===== src/rtl/cpu_mem_pkg.sv =====
// Shared types for the CPU memory subsystem.
// Defines the physical address and data widths, the requester identity
// enum, and the read tag that travels down the read pipeline beside each
// BRAM port-B access.
package cpu_mem_pkg;

    localparam int ADDR_W   = 10;
    localparam int DATA_W   = 8;
    localparam int STARVE_W = 4;    // wide enough for a starvation limit of up to 15

    typedef enum logic {
        PORT_FETCH = 1'b0,
        PORT_EXEC  = 1'b1
    } port_id_t;

    // live = 0 marks an empty slot or a fetch read discarded by a flush.
    typedef struct packed {
        logic              live;
        port_id_t          port;
        logic [ADDR_W-1:0] addr;
    } rd_tag_t;

    localparam rd_tag_t RD_TAG_IDLE = '{live: 1'b0, port: PORT_FETCH, addr: '0};

    // Drop a fetch entry when kill is asserted; exec entries always survive.
    function automatic rd_tag_t kill_fetch(input rd_tag_t tag, input logic kill);
        rd_tag_t res;
        res = tag;
        if (kill && (tag.port == PORT_FETCH)) begin
            res.live = 1'b0;
        end
        return res;
    endfunction

endpackage


===== src/rtl/ram_read_pipe.sv =====
// Two-stage tag shift register that follows each BRAM port-B read.
// Stage 0 is loaded on the edge that issues the read, stage 1 on the edge
// the BRAM updates dob, and out_tag is consumed on the edge that registers
// the response.
// Ports:
//   clk, rst  clock / asynchronous active-high reset
//   kill      discard every fetch entry currently in the pipe, including
//             the one about to leave through out_tag
//   in_tag    tag of the read issued this cycle (live = 0 when none)
//   out_tag   tag matching the current dob value
module ram_read_pipe
    import cpu_mem_pkg::*;
(
    input  logic    clk,
    input  logic    rst,
    input  logic    kill,
    input  rd_tag_t in_tag,
    output rd_tag_t out_tag
);

    localparam int DEPTH = 2;

    rd_tag_t stage_reg  [DEPTH];
    rd_tag_t stage_next [DEPTH];

    generate
        for (genvar gi = 0; gi < DEPTH; gi++) begin : g_stage
            if (gi == 0) begin : g_head
                assign stage_next[gi] = in_tag;
            end else begin : g_body
                assign stage_next[gi] = kill_fetch(stage_reg[gi-1], kill);
            end
        end
    endgenerate

    always_ff @(posedge clk or posedge rst) begin
        if (rst) begin
            for (int i = 0; i < DEPTH; i++) begin
                stage_reg[i] <= RD_TAG_IDLE;
            end
        end else begin
            for (int i = 0; i < DEPTH; i++) begin
                stage_reg[i] <= stage_next[i];
            end
        end
    end

    // The last stage is killed combinationally so a flush also stops the
    // response that would otherwise be registered on the flush edge.
    assign out_tag = kill_fetch(stage_reg[DEPTH-1], kill);

endmodule


===== src/rtl/ram_port_arbiter.sv =====
// Shares a simple dual-port BRAM between the instruction fetcher
// (read-only) and the execute stage (read or write). Writes use port A,
// reads use port B, so only reads are arbitrated. Reads have a fixed
// 2-cycle latency and responses come back in acceptance order.
// Ports:
//   clk, rst                       clock / asynchronous active-high reset
//   fetch_req_*                    fetch read request handshake
//   fetch_flush                    discard in-flight fetch reads
//   fetch_rsp_*                    fetch read response (1-cycle pulse)
//   exec_req_*                     execute read/write request handshake
//   exec_rsp_*                     execute read response (1-cycle pulse)
//   ena/wea/addra/dia              BRAM port A (write)
//   enb/addrb/dob                  BRAM port B (read, 1-cycle latency)
module ram_port_arbiter
#(
    parameter int ADDR_W       = cpu_mem_pkg::ADDR_W,
    parameter int DATA_W       = cpu_mem_pkg::DATA_W,
    parameter int STARVE_LIMIT = 4
)
(
    input  logic              clk,
    input  logic              rst,
    input  logic              fetch_req_valid,
    input  logic [ADDR_W-1:0] fetch_req_addr,
    output logic              fetch_req_ready,
    input  logic              fetch_flush,
    output logic              fetch_rsp_valid,
    output logic [ADDR_W-1:0] fetch_rsp_addr,
    output logic [DATA_W-1:0] fetch_rsp_data,
    input  logic              exec_req_valid,
    input  logic              exec_req_we,
    input  logic [ADDR_W-1:0] exec_req_addr,
    input  logic [DATA_W-1:0] exec_req_wdata,
    output logic              exec_req_ready,
    output logic              exec_rsp_valid,
    output logic [DATA_W-1:0] exec_rsp_data,
    output logic              ena,
    output logic              wea,
    output logic [ADDR_W-1:0] addra,
    output logic [DATA_W-1:0] dia,
    output logic              enb,
    output logic [ADDR_W-1:0] addrb,
    input  logic [DATA_W-1:0] dob
);

    import cpu_mem_pkg::*;

    localparam logic [STARVE_W-1:0] STARVE_MAX = STARVE_W'(STARVE_LIMIT);

    logic [STARVE_W-1:0] starve_cnt_reg, starve_cnt_next;
    logic                exec_wr, exec_rd, hazard, fetch_eligible, fetch_forced;
    logic                fetch_acc, exec_rd_acc, rd_acc;
    logic [ADDR_W-1:0]   rd_addr;
    rd_tag_t             issue_tag, done_tag;

    logic              ena_reg, wea_reg, enb_reg;
    logic [ADDR_W-1:0] addra_reg, addrb_reg, fetch_rsp_addr_reg;
    logic [DATA_W-1:0] dia_reg, fetch_rsp_data_reg, exec_rsp_data_reg;
    logic              fetch_rsp_valid_reg, exec_rsp_valid_reg;

    // ---------------------------------------------------------------
    // Arbitration
    // ---------------------------------------------------------------
    assign exec_wr = exec_req_valid && exec_req_we;
    assign exec_rd = exec_req_valid && !exec_req_we;

    // Port B reads the pre-write contents when a write to the same address
    // lands on the same edge, so the fetch waits one cycle for the new value.
    assign hazard         = exec_wr && fetch_req_valid && (fetch_req_addr == exec_req_addr);
    assign fetch_eligible = !fetch_flush && !hazard;
    assign fetch_forced   = (starve_cnt_reg == STARVE_MAX);

    assign fetch_req_ready = fetch_eligible && (!exec_rd || fetch_forced);
    assign exec_req_ready  = exec_req_we || !(fetch_req_valid && fetch_eligible && fetch_forced);

    assign fetch_acc   = fetch_req_valid && fetch_req_ready;
    assign exec_rd_acc = exec_rd && exec_req_ready;
    assign rd_acc      = fetch_acc || exec_rd_acc;
    assign rd_addr     = fetch_acc ? fetch_req_addr : exec_req_addr;

    // Counts only genuine losses to an exec read; flushed or stalled
    // cycles hold the count.
    always_comb begin
        starve_cnt_next = starve_cnt_reg;
        if (!fetch_req_valid || fetch_acc) begin
            starve_cnt_next = '0;
        end else if (fetch_eligible && exec_rd_acc && !fetch_forced) begin
            starve_cnt_next = starve_cnt_reg + 1'b1;
        end
    end

    always_comb begin
        issue_tag      = RD_TAG_IDLE;
        issue_tag.live = rd_acc;
        issue_tag.port = fetch_acc ? PORT_FETCH : PORT_EXEC;
        issue_tag.addr = rd_addr;
    end

    ram_read_pipe u_read_pipe (
        .clk     (clk),
        .rst     (rst),
        .kill    (fetch_flush),
        .in_tag  (issue_tag),
        .out_tag (done_tag)
    );

    // ---------------------------------------------------------------
    // Registered BRAM controls and responses
    // ---------------------------------------------------------------
    always_ff @(posedge clk or posedge rst) begin
        if (rst) begin
            starve_cnt_reg      <= '0;
            ena_reg             <= 1'b0;
            wea_reg             <= 1'b0;
            addra_reg           <= '0;
            dia_reg             <= '0;
            enb_reg             <= 1'b0;
            addrb_reg           <= '0;
            fetch_rsp_valid_reg <= 1'b0;
            fetch_rsp_addr_reg  <= '0;
            fetch_rsp_data_reg  <= '0;
            exec_rsp_valid_reg  <= 1'b0;
            exec_rsp_data_reg   <= '0;
        end else begin
            starve_cnt_reg <= starve_cnt_next;

            ena_reg <= exec_wr;
            wea_reg <= exec_wr;
            if (exec_wr) begin
                addra_reg <= exec_req_addr;
                dia_reg   <= exec_req_wdata;
            end

            enb_reg <= rd_acc;
            if (rd_acc) begin
                addrb_reg <= rd_addr;
            end

            fetch_rsp_valid_reg <= done_tag.live && (done_tag.port == PORT_FETCH);
            exec_rsp_valid_reg  <= done_tag.live && (done_tag.port == PORT_EXEC);
            if (done_tag.live && (done_tag.port == PORT_FETCH)) begin
                fetch_rsp_addr_reg <= done_tag.addr;
                fetch_rsp_data_reg <= dob;
            end
            if (done_tag.live && (done_tag.port == PORT_EXEC)) begin
                exec_rsp_data_reg <= dob;
            end
        end
    end

    assign ena             = ena_reg;
    assign wea             = wea_reg;
    assign addra           = addra_reg;
    assign dia             = dia_reg;
    assign enb             = enb_reg;
    assign addrb           = addrb_reg;
    assign fetch_rsp_valid = fetch_rsp_valid_reg;
    assign fetch_rsp_addr  = fetch_rsp_addr_reg;
    assign fetch_rsp_data  = fetch_rsp_data_reg;
    assign exec_rsp_valid  = exec_rsp_valid_reg;
    assign exec_rsp_data   = exec_rsp_data_reg;

endmodule


===== config.mk =====
export PLATFORM = sky130hd
export DESIGN_NAME = ram_port_arbiter
export DESIGN_NICKNAME = d
export VERILOG_FILES = /design/src/rtl/cpu_mem_pkg.sv /design/src/rtl/ram_read_pipe.sv /design/src/rtl/ram_port_arbiter.sv
export SDC_FILE = /design/constraint.sdc
export NUM_CORES = 1
export LEC_CHECK = 0
export BUFFER_PORTS_ARGS = -buffer_cell sky130_fd_sc_hd__buf_2
export CORE_UTILIZATION = 55
export CTS_BUF_LIST = sky130_fd_sc_hd__clkbuf_8 sky130_fd_sc_hd__clkbuf_16
export DETAILED_ROUTE_END_ITERATION = 10
export PLACE_DENSITY = 0.89
export SLEW_MARGIN = 40
export SYNTH_ARGS = -nofsm -noshare
export SYNTH_HDL_FRONTEND = slang
export SYNTH_SLANG_ARGS = --single-unit
export TNS_END_PERCENT = 100

===== constraint.sdc =====
create_clock -name clk -period 4.1 [get_ports clk]
set_clock_uncertainty 0.05 [all_clocks]
set_input_delay 0.41 -clock clk [delete_from_list [all_inputs] [get_ports clk]]
set_output_delay 0.41 -clock clk [all_outputs]
set_load 0.1 [all_outputs]

== Word-level counts from Yosys, hierarchy flattened ==
Index checks and enable logic that the tools add are counted.

* Add/sub/neg operators: 1
* Eq/ne operators: 2
* Multiplexer cells: 6
* Bitwise operators: 2
* Reductions and logical operators: 28

{| class="wikitable"
|+ Operators by type and width
! kind !! number
|-
| 1-bit logical AND || 16
|-
| 10-bit == test || 1
|-
| 10-bit two-way mux || 1
|-
| 4-bit two-way mux || 2
|-
| 1-bit zero test || 7
|-
| 4-bit by 1-bit adder with 4-bit output (second input constant) || 1
|-
| 4-bit by 3-bit == test with 1-bit output (second input constant) || 1
|-
| 1-bit logical OR || 4
|-
| 1-bit two-way mux || 3
|-
| 1-bit inverter || 2
|-
| 2-bit nonzero test || 1
|}

* Register bits: 85
* Input bits: 42
* Output and inout bits: 61
* Logic and storage cells: 55

== Longest topological paths before layout ==
Gate-level depths: netlist (run 1).

* Depth after elaboration: 14
* Mapped depth: 8
* Gate-level depth less buffers: 7

== By module ==
From an unflattened synthesis (run 1), not the netlist that was laid out.

* Cells, all modules: 266
* Area, all modules: 3435.8 sq um

{| class="wikitable"
|+ By module, submodules not included
! module !! instances !! cells an instance !! area each (sq um) !! seq. area each (sq um)
|-
| ram_port_arbiter || 1 || 226 || 2726.4 || 1551.5
|-
| ram_read_pipe || 1 || 40 || 709.4 || 600.6
|}

== Worst setup path before layout (run 1) ==
No wires, ideal clock.

* Kind: reg2out
* From: register starve_cnt_reg[0]
* To: output port fetch_req_ready
* Arrival time: 2.448 ns
* Data required time: 3.640 ns
* Setup slack: 1.192 ns
* Stages on the path, launching flop included: 7
* Buffers on the path: 1
* Path through: dfrtp_1 -> inv_1 -> ha_1 -> and3b_1 -> nor2_1 -> clkbuf_1 -> nor2b_1

* Word-level cells in the longest chain between the ends: 3

{| class="wikitable"
|+ RTL lines
! what !! RTL line !! RTL
|-
| start, declared || ram_port_arbiter.sv:50 || <nowiki>logic [STARVE_W-1:0] starve_cnt_reg, starve_cnt_next;</nowiki>
|-
| start signal, assigned || ram_port_arbiter.sv:125 || <nowiki>starve_cnt_reg <= starve_cnt_next;</nowiki>
|-
| 4-bit by 3-bit == test with 1-bit output || ram_port_arbiter.sv:71 || <nowiki>assign fetch_forced = (starve_cnt_reg == STARVE_MAX);</nowiki>
|-
| 1-bit logical OR || ram_port_arbiter.sv:73 || <nowiki>assign fetch_req_ready = fetch_eligible && (!exec_rd || fetch_forced);</nowiki>
|-
| 1-bit logical AND || ram_port_arbiter.sv:73 ||
|-
| end, declared || ram_port_arbiter.sv:25 || <nowiki>output logic fetch_req_ready,</nowiki>
|}

Every way passes these cells.

== Final worst setup path (run 1) ==
* From: input port fetch_req_addr[1]
* To: output port exec_req_ready

* Word-level cells in the longest chain between the ends: 8

{| class="wikitable"
|+ RTL lines
! what !! RTL line !! RTL
|-
| start, declared || ram_port_arbiter.sv:24 || <nowiki>input logic [ADDR_W-1:0] fetch_req_addr,</nowiki>
|-
| 10-bit == test || ram_port_arbiter.sv:69 || <nowiki>assign hazard = exec_wr && fetch_req_valid && (fetch_req_addr == exec_req_addr);</nowiki>
|-
| 1-bit logical AND || ram_port_arbiter.sv:69 ||
|-
| 1-bit zero test || ram_port_arbiter.sv:70 || <nowiki>assign fetch_eligible = !fetch_flush && !hazard;</nowiki>
|-
| 1-bit logical AND || ram_port_arbiter.sv:70 ||
|-
| 1-bit logical AND (2 in a row) || ram_port_arbiter.sv:74 || <nowiki>assign exec_req_ready = exec_req_we || !(fetch_req_valid && fetch_eligible && fetch_forced);</nowiki>
|-
| 1-bit zero test || ram_port_arbiter.sv:74 ||
|-
| 1-bit logical OR || ram_port_arbiter.sv:74 ||
|-
| end, declared || ram_port_arbiter.sv:34 || <nowiki>output logic exec_req_ready,</nowiki>
|}

Every way passes these cells.

==> metrics.csv, run 1 <==
metric,value,unit
setup_viol,0,
ctsResizeCount,0,
grt_overflow_total,0,
cell_accounting_for_the_most_synthesized_area,dfrtp_1,
pin_count_of_the_biggest_net_entering_global_routing,61,
critPathLaunchType,input pin,
startpoint,fetch_req_addr[1],
cp_data_arrival_time,2.46,ns
numCtsBuffers,9,
worst_path_dominant_cell_family,simple AND/OR/NAND/NOR gates,
tritoncts_clock_tree,built,
initialDrtViolationCount,101,
synthesis.yosys.warnings,0,
max_cap_violations,0,
critical_path.n_buffers_inverters,2,
synth.area.top_cells,"dfrtp_1 62%, mux2_2 15%, mux2_4 4.0%",
grt_pass1_vias,2192,
layout.nets,388,
core,5960,um2
fin_setup_tns,0,ns
p_per_cell_area,676,nW/um2
design.die.area,6540,um2
post_synthesis_cell_type_count,37,
routed-via-count,2297,
cpMostUsedCell,buf_2,
clkTransAtPathRegs,0.08,ns
post-dp-hpwl,5020,um
reg2reg_from,starve_cnt_reg[0],
cpMaxStageDelayCell,or4_4,
portBuffers,102,
hold_fix_buffer_count_after_cts,0,
synthDominantCellAreaShare,62.2,%
clock.fmax,342,MHz
status,finished clean,
cts-htree-levels,3,
postSynthRegisterBits,85,
critPathMaxFanout,13,
critical_path_capture_point_type,primary output,
routedWlPerCell,16.9,um
drcViolationCount,0,
post_route_cells_drive_above_1_share,53.6,%
rsz0062_at_grt,false,
netlist_area_pre_place,3420,um2
criticalPathCategory,input pin to primary output,
netlist_instances,236,
tightestPinTransition,0.814,ns
seq_area_frac_synth,62.2,%
initial_core_utilization,57.4,%
worstSkewPairLatency,0.36,ns
flow.area_growth_from_synthesis,23.2,%
ff_latch_area,2130,um2
multi_input_area,1180,um2
finalHoldViolCount,0,
cts_num_sinks,85,
total_leakage_power,2.08,nW
timing.reg2reg.worst_path_depth,7,
slowest_delay,0.57,ns
r2r-end,addrb[3],
cts_root_buf,clkbuf_8,
routed_wl,7170,um
gpl.final_weighted_congestion,0.902,
ant_nets,0,
placementRows,28,
die_h,80.9,um
cts_buffer_depth,2,
rrSetupSlack,1.54,ns
layout.core_utilization,70.8,%
layout.filler_cells,434,
synth_area_per_cell,14.5,um2
floorplan.io_pins,103,
timing.max_slew.rel_slack,45.5,%
die_width,80.9,um
timing.final.crit_share,71.3,%
hp-class,input pin to asynchronous set/reset pin,
antenna-diode-count,0,
ir_drop,0.462,mV
cts_setup_buffers,0,
slew_viol_final,0,
antenna_found_initial,0,
worstSetupPathDepth,6,
period_needed,2.92,ns
global_route_wire_length_before_repair,11000,um
cp_cell_sequence,buf_2 > xor2_1 > or4_4 > o311ai_4 > or3b_2 > buf_2,
detail_route.vias_per_cell,5.42,
worst-endpoint-required,3.64,ns
postSynthNetCount,280,
grt.total_usage,23.3,%
firstDrtPassIters,4,
critPathCapture,exec_req_ready,
area by class of cell:
cell class                 instances  share of cell area (%)
clock buffer                       9                    2.94
clock inverter                     7                    1.96
inverter                          18                    1.72
multi-input combinational        125                    28.0
sequential                        85                    50.5
tap                               75                    2.23
timing repair buffer             105                    12.6
cells by family after synthesis:
logic type	after synthesis	share of synthesized area (%)
AOI/OAI and AO/OA	29	6.55
xor gates and xnor gates	10	2.56
DFF	85	62.2
buffers and inverters	26	3.66
muxes	55	19.1
adders and majority gates	2	0.731
and+or+nand+nor	29	5.27
report_power, final:
part / internal (mW) / switching, mW
Combinational: 0.205 / 0.997
Sequential: 0.969 / 0.0633
Clock: 0.291 / 0.322
Yosys cell counts, drive strengths merged:
master  count
ha          2
or4         2
or3b        1
o31a        1
nor4        2
nor3        2
nor3b       2
o32ai      10
o211ai      1
nand3       4
or2         1
o311ai      1
buf         5
o21ai      10
nand2b      3
and2        1
or3         2
nand3b      1
o21a        2
mux2       54
xor2       10
nor2        3
nand2       3
a21oi       2
clkbuf      3
a31oi       1
dfrtp      85
mux2i       1
and3b       1
inv        18
a21boi      1
nor2b       1
through the flow:
stage                     cell area (um2)  power, mW  hold WS, ns  std cells  worst slack [ns]
after floorplan                      3420       2.05        0.281        236              1.19
after global placement               4000       2.23        0.283        408              1.21
after detailed placement             4000       2.25        0.285        408              1.19
after CTS                            4210       2.86       0.0538        424              1.19
after global routing                 4210       2.94       0.0836        424              1.10
final                                4210       2.85       0.0415        424              1.18
routing by layer:
metal  wire length (um)  share of wire, %  GRT usage [%]  vias up
li1                   -                 -              -     1042
met1               2990                42           29.5     1143
met2               3640                51           37.7       90
met3                337               4.7           5.17       22
met4                197               2.7           11.4        0
met5                  0                 0              0        -
layout by cell type, fill, tap and decap left out, types with 2 or more instances in the layout:
cell type,instances
clkbuf_8,9
inv_1,17
clkinvlp_4,2
xor2_1,10
nor4_1,2
nor2_1,3
buf_2,102
or4_4,2
dfrtp_1,85
clkinv_4,2
o21ai_0,10
inv_6,2
nand2b_1,3
mux2_4,9
or3_1,2
o21a_1,2
nand3_1,4
buf_4,3
ha_1,2
mux2_2,45
nand2_1,2
o32ai_1,10
worst min path at each step:
stage	startpoint	to	slack (ns)	cells past startpoint
after floorplan	u_read_pipe.stage_next[0]	u_read_pipe.out_tag[0]	0.28	0
final	rst	exec_rsp_data[4]	0.04	2
after global routing	rst	fetch_rsp_addr[3]	0.08	2
after detailed placement	u_read_pipe.stage_next[3]	u_read_pipe.out_tag[3]	0.28	0
after CTS	rst	fetch_rsp_addr[3]	0.05	2
after global placement	u_read_pipe.stage_next[2]	u_read_pipe.out_tag[2]	0.28	0
(Power assumes the default switching activity.)
==> run 2: changes to the inputs <==
--- a/config.mk
+++ b/config.mk
@@ -6,10 +6,10 @@
 export NUM_CORES = 1
 export LEC_CHECK = 0
 export BUFFER_PORTS_ARGS = -buffer_cell sky130_fd_sc_hd__buf_2
-export CORE_UTILIZATION = 55
+export CORE_UTILIZATION = 46
 export CTS_BUF_LIST = sky130_fd_sc_hd__clkbuf_8 sky130_fd_sc_hd__clkbuf_16
 export DETAILED_ROUTE_END_ITERATION = 10
-export PLACE_DENSITY = 0.89
+export PLACE_DENSITY = 0.79
 export SLEW_MARGIN = 40
 export SYNTH_ARGS = -nofsm -noshare
 export SYNTH_HDL_FRONTEND = slang
==> constraint.sdc (replaced) <==
create_clock -name clk -period 2.4 [get_ports clk]
set_clock_uncertainty 0.05 [all_clocks]
set_input_delay 0.24 -clock clk [delete_from_list [all_inputs] [get_ports clk]]
set_output_delay 0.24 -clock clk [all_outputs]
set_load 0.1 [all_outputs]
==> run 2 against run 1 <==
Global-route usage is 5.0 points lower; largest power group unchanged; sequential power is 71% higher; highest routed layer unchanged; clock power is 66% higher; critical endpoint unchanged; via count is 0.74% lower.
==> metrics.csv, run 2 (synthesized netlist as in run 1, its figures left out) <==
metric,value,unit,change
placement.cell_area,4080,um2,was 4000 um2
criticalPathCategory,input pin to primary output,,unchanged
drcViolationCount,0,,unchanged
initialDrtViolationCount,99,,was 101
layout_common_cells,"100 x buf_2, 85 x dfrtp_1, 45 x mux2_2, 17 x inv_1",,"was 102 x buf_2, 85 x dfrtp_1, 45 x mux2_2, 17 x inv_1"
cp_cell_sequence,buf_2 > xor2_1 > or4_4 > o311ai_4 > buf_4 > or3b_2 > buf_12,,was buf_2 > xor2_1 > or4_4 > o311ai_4 > or3b_2 > buf_2
layout.nets,394,,was 388
p_per_cell_area,1120,nW/um2,was 676 nW/um2
power_frac_seq,36.3,%,about the same
tritoncts_clock_tree,built,,unchanged
routed-via-count,2280,,was 2297
routedWlPerCell,15.0,um,was 16.9 um
placementRows,31,,was 28
layout.filler_cells,609,,was 434
reg2reg_from,starve_cnt_reg[0],,unchanged
die_h,88.2,um,was 80.9 um
slowest_delay,0.57,ns,about the same
critical_path_capture_point_type,primary output,,unchanged
antenna-diode-count,0,,unchanged
finalHoldViolCount,0,,unchanged
total_leakage_power,2.12,nW,was 2.08 nW
cts_num_sinks,85,,unchanged
cts_root_buf,clkbuf_8,,unchanged
hold_start,exec_req_wdata[1],,
power.switching,2.30,mW,was 1.38 mW
ir_drop,0.448,mV,was 0.462 mV
timing.max_slew.rel_slack,48.5,%,was 45.5%
design.die.area,7790,um2,was 6540 um2
die_width,88.2,um,was 80.9 um
grt_pass1_vias,2232,,was 2192
worstSkewPairLatency,0.34,ns,was 0.36 ns
timing.final.crit_share,94.4,%,
status,finished clean,,unchanged
postLayoutCellArea,4320,um2,was 4210 um2
routed_wl,6810,um,was 7170 um
post-dp-hpwl,4950,um,was 5020 um
critPathLaunchType,input pin,,unchanged
post_route_cells_drive_above_1_share,54.1,%,was 53.6%
firstDrtPassIters,4,,unchanged
setup_viol,0,,unchanged
clock.fmax,441,MHz,
cts_buffer_depth,2,,unchanged
clkTransAtPathRegs,0.08,ns,about the same
startpoint,fetch_req_addr[1],,unchanged
critPathMaxFanout,12,,was 13
flow.area_growth_from_synthesis,26.3,%,was 23.2%
slew_viol_final,0,,unchanged
antenna_found_initial,0,,unchanged
grt_overflow_total,0,,unchanged
pin_count_of_the_biggest_net_entering_global_routing,64,,was 61
layout_commonest_cell,buf_2,,unchanged
grt.total_usage,18.3,%,was 23.3%
max_cap_violations,0,,unchanged
hp-class,input pin to flop,,was input pin to asynchronous set/reset pin
total_power,4.83,mW,was 2.85 mW
ant_nets,0,,unchanged
tightestPinTransition,0.770,ns,was 0.814 ns
numCtsBuffers,9,,unchanged
clockPowerShare,21.1,%,was 21.5%
initial_core_utilization,47.4,%,was 57.4%
internal_power,2.53,mW,was 1.46 mW
floorplan.io_pins,103,,unchanged
cpMaxStageDelayCell,or4_4,,unchanged
comb_power_share,42.5,%,was 42.2%
core,7210,um2,was 5960 um2
power_switching_share,47.6,%,was 48.6%
cts-htree-levels,3,,unchanged
detail_route.vias_per_cell,5.02,,was 5.42
global_route_wire_length_before_repair,10600,um,was 11000 um
gpl.final_weighted_congestion,0.812,,was 0.902
cp_data_arrival_time,1.98,ns,was 2.46 ns
period_needed,2.27,ns,
portBuffers,102,,unchanged
worst-endpoint-required,2.11,ns,was 3.64 ns
run 2: cell count changes in the layout (fill, tap and decap cells not counted), moves of 2 or more:
cell      previous run  this run
buf_12               0         2
buf_2              102       100
clkinv_4             2         0
buf_4                3         7
run 2: metrics by stage:
stage / TNS (ns) / std cells / worst slack, ns / hold slack, ns / utilization (%)
4_1_cts: 0 / 452 / 0.0944 / 0.0662 / 59.6
3_3_place_gp: 0 / 435 / 0.169 / 0.263 / 56.6
5_1_grt: -0.0250 / 454 / -0.0202 / 0.0762 / 59.9
2_1_floorplan: 0 / 236 / 0.183 / 0.281 / -
3_5_place_dp: 0 / 435 / 0.147 / 0.269 / 56.6
6_report: 0 / 454 / 0.133 / 0.0828 / 59.9
run 2: power groups by stage:
stage          sequential [mW]  combinational [mW]  clock [mW]
6_report                  1.76                2.06        1.02
2_1_floorplan             3.18               0.323           0
3_3_place_gp              1.78                2.04           0
4_1_cts                   1.76                2.06        1.05
3_5_place_dp              1.79                2.06           0
5_1_grt                   1.79                2.12        1.12
run 2: worst max-delay path, delay by kind of cell:
family | cells | cell delay, ns
AOI/OAI and AO/OA | 1 | 0.31
xor gates and xnor gates | 1 | 0.17
buffers and inverters | 3 | 0.51
and+or+nand+nor | 2 | 0.73
run 2: what timing repair did:
item	CTS	global route
buffers inserted	0	2
gates resized for setup	0	1
hold buffers	1	0
endpoints found under the hold margin	22	0
endpoints found under the setup margin	0	11
run 2: layer usage:
metal	vias up	track usage, %	wire (um)
li1	1056	-	-
met1	1102	23.4	2940
met2	112	29.7	3320
met3	10	3.92	428
met4	0	8.94	119
met5	-	0	0
run 2: cell type report:
cell class | instances | area [um2] | area share [%]
well taps | 99 | 124 | 2.87
multi-input cells | 125 | 1180 | 27.3
flip-flops and latches | 85 | 2130 | 49.2
clock buffers | 10 | 138 | 3.18
repair buffers | 111 | 611 | 14.1
clock inverters | 6 | 70.1 | 1.62
inverters | 18 | 71.3 | 1.65
run 2: path summary, 6_finish.rpt:
| path | depth (start not counted) | slack (ns) | to |
|---|---|---|---|
| setup / recovery | 7 | 0.13 | exec_req_ready |
| hold / removal | 2 | 0.08 | dia[1] |
| setup reg to reg | 7 | 0.13 | addrb[9] |
| hold reg to reg | 0 | 0.30 | u_read_pipe.out_tag[8] |
| max in group asynchronous | 4 | 1.18 | exec_rsp_data[5] |
| min in group asynchronous | 3 | 0.45 | u_read_pipe.stage_next[10] |
==> run 3: changes to the inputs <==
--- a/config.mk
+++ b/config.mk
@@ -9,6 +9,7 @@
 export CORE_UTILIZATION = 46
 export CTS_BUF_LIST = sky130_fd_sc_hd__clkbuf_8 sky130_fd_sc_hd__clkbuf_16
 export DETAILED_ROUTE_END_ITERATION = 10
+export MAX_ROUTING_LAYER = met4
 export PLACE_DENSITY = 0.79
 export SLEW_MARGIN = 40
 export SYNTH_ARGS = -nofsm -noshare
==> constraint.sdc (replaced) <==
create_clock -name clk -period 2.4 [get_ports clk]
set_clock_uncertainty 0.05 [all_clocks]
set_input_delay 0.24 -clock clk [delete_from_list [all_inputs] [get_ports clk]]
set_output_delay 0.24 -clock clk [all_outputs]
set_load 0.005 [all_outputs]
==> run 3 against run 2 <==
Combinational power is 70% lower; non-clock buffer count grew 1; critical path depth up 1.
==> metrics.csv, run 3 (synthesized netlist as in run 1, its figures left out) <==
metric,value,unit,change
status,finished clean,,unchanged
drcViolationCount,0,,unchanged
numCtsBuffers,9,,unchanged
worst-endpoint-required,2.58,ns,was 2.11 ns
gpl.final_weighted_congestion,0.835,,was 0.812
antenna_found_initial,0,,unchanged
setup_viol,0,,unchanged
critical_path_capture_point_type,flop,,was primary output
clkTransAtPathRegs,0.08,ns,about the same
die_h,88.2,um,unchanged
design.die.area,7790,um2,unchanged
hold_start,exec_req_wdata[1],,unchanged
worst_path_dominant_cell_family,compound AO/OA/AOI/OAI gates,,was simple AND/OR/NAND/NOR gates
initial_core_utilization,47.4,%,unchanged
portBuffers,102,,unchanged
cp_cell_sequence,inv_1 > ha_1 > and3b_1 > o211ai_1 > buf_4 > a21oi_2 > o32ai_1 > mux2_4,,was buf_2 > xor2_1 > or4_4 > o311ai_4 > buf_4 > or3b_2 > buf_12
die_width,88.2,um,unchanged
rrSetupSlack,0.16,ns,was 0.13 ns
rsz0062_at_grt,false,,
critical_path.n_buffers_inverters,2,,was 3
p_per_cell_area,801,nW/um2,was 1120 nW/um2
layout.nets,395,,was 394
placementRows,31,,unchanged
grt_pass1_vias,2227,,was 2232
layout_commonest_cell,buf_2,,unchanged
hp-class,input pin to flop,,unchanged
worstSkewPairLatency,0.35,ns,was 0.34 ns
cts_buffer_depth,2,,unchanged
routed_wl,6480,um,was 6810 um
min_to,dia[1],,unchanged
detail_route.vias_per_cell,4.98,,was 5.02
ant_nets,0,,unchanged
cpMaxStageDelayCell,dfrtp_1,,was or4_4
period_needed,2.24,ns,was 2.27 ns
layout_common_cells,"102 x buf_2, 85 x dfrtp_1, 45 x mux2_2, 17 x inv_1",,"was 100 x buf_2, 85 x dfrtp_1, 45 x mux2_2, 17 x inv_1"
antenna-diode-count,0,,unchanged
hold_path_depth,2,,unchanged
pin_count_of_the_biggest_net_entering_global_routing,32,,was 64
r2r-end,addrb[3],,was addrb[9]
cp_data_arrival_time,2.42,ns,was 1.98 ns
grt_overflow_total,0,,unchanged
clock.fmax,447,MHz,was 441 MHz
total_power,3.48,mW,was 4.83 mW
max_cap_violations,0,,unchanged
critPathLaunchType,flop,,was input pin
post_route_cells_drive_above_1_share,53.8,%,was 54.1%
flow.area_growth_from_synthesis,26.9,%,was 26.3%
timing.max_slew.rel_slack,48.8,%,was 48.5%
timing.reg2reg.worst_path_depth,8,,was 7
criticalPathCategory,flop to flop,,was input pin to primary output
routedWlPerCell,14.3,um,was 15.0 um
tightestPinTransition,0.766,ns,was 0.770 ns
slowest_delay,0.43,ns,was 0.57 ns
total_leakage_power,2.13,nW,was 2.12 nW
reg2reg_from,starve_cnt_reg[0],,unchanged
firstDrtPassIters,4,,unchanged
cts_root_buf,clkbuf_8,,unchanged
post-dp-hpwl,4910,um,was 4950 um
ir_drop,0.371,mV,was 0.448 mV
slew_viol_final,0,,unchanged
worstSetupPathDepth,8,,was 7
routed-via-count,2259,,was 2280
global_route_wire_length_before_repair,10500,um,was 10600 um
cts-htree-levels,3,,unchanged
floorplan.io_pins,103,,unchanged
tritoncts_clock_tree,built,,unchanged
cts_num_sinks,85,,unchanged
finalHoldViolCount,0,,unchanged
initialDrtViolationCount,87,,was 99
timing.final.crit_share,93.3,%,was 94.4%
critPathMaxFanout,10,,was 12
grt.total_usage,18.8,%,was 18.3%
core,7210,um2,unchanged
fin_setup_tns,0,ns,unchanged
## run 3: changes by cell type in the layout (fill, tap and decap cells not counted), sizes merged
cell and delta:
buf +2, clkinvlp -2, bufinv +1, clkbuf -1
## run 3: power breakdown
group          internal [mW]  total, mW  switching (mW)  leakage (nW)
Combinational          0.358      0.624           0.266         0.987
Clock                  0.614       1.10           0.486         0.113
Sequential              1.66       1.75          0.0993          1.03
Total                   2.63       3.48           0.851          2.13
## run 3: routing by layer
metal  vias up  GRT usage (%)  share of wire, %
met4         0           7.62               1.3
met2        80           29.0                49
met3         8           4.85               5.4
met1      1111           23.8                45
met5         -              -                 0
li1       1060              -                 -
## run 3: worst max path at each step
stage / from / to
global route: starve_cnt_reg[0] / addrb[5]
floorplan: fetch_req_addr[1] / addrb[0]
detailed placement: starve_cnt_reg[0] / addrb[3]
global placement: starve_cnt_reg[0] / addrb[7]
finish: starve_cnt_reg[0] / addrb[3]
CTS: starve_cnt_reg[0] / addrb[3]
## run 3: cell type report
cell class	count	area [um2]
clock buffers	10	138
clock inverters	5	82.6
multi-input cells	125	1180
fillers	624	2870
flip-flops and latches	85	2130
inverters	18	71.3
well taps	99	124
repair buffers	112	621
## run 3: per-stage QoR
step	hold slack (ns)	std cells	util (%)	worst slack (ns)	cell area, um2
2_1_floorplan	0.281	236	-	0.315	3420
5_1_grt	0.0570	454	60.2	0.0710	4340
6_report	0.0702	454	60.2	0.160	4340
3_3_place_gp	0.283	435	56.3	0.138	4060
3_5_place_dp	0.271	436	56.7	0.0774	4090
4_1_cts	0.0607	452	59.9	0.0483	4320
## run 3: timing repair
item	4_1_cts	5_1_grt
endpoints found under the hold margin	18	0
gates resized for setup	0	0
setup buffers	0	2
hold buffers	1	0
setup endpoints to repair	0	10
## run 3: worst reg2reg max path, stage by stage, from the launching register on
cell,delay [ns]
dfrtp_1,0.43
inv_1,0.07
ha_1,0.14
and3b_1,0.23
o211ai_1,0.12
buf_4,0.18
a21oi_2,0.36
o32ai_1,0.24
mux2_4,0.31
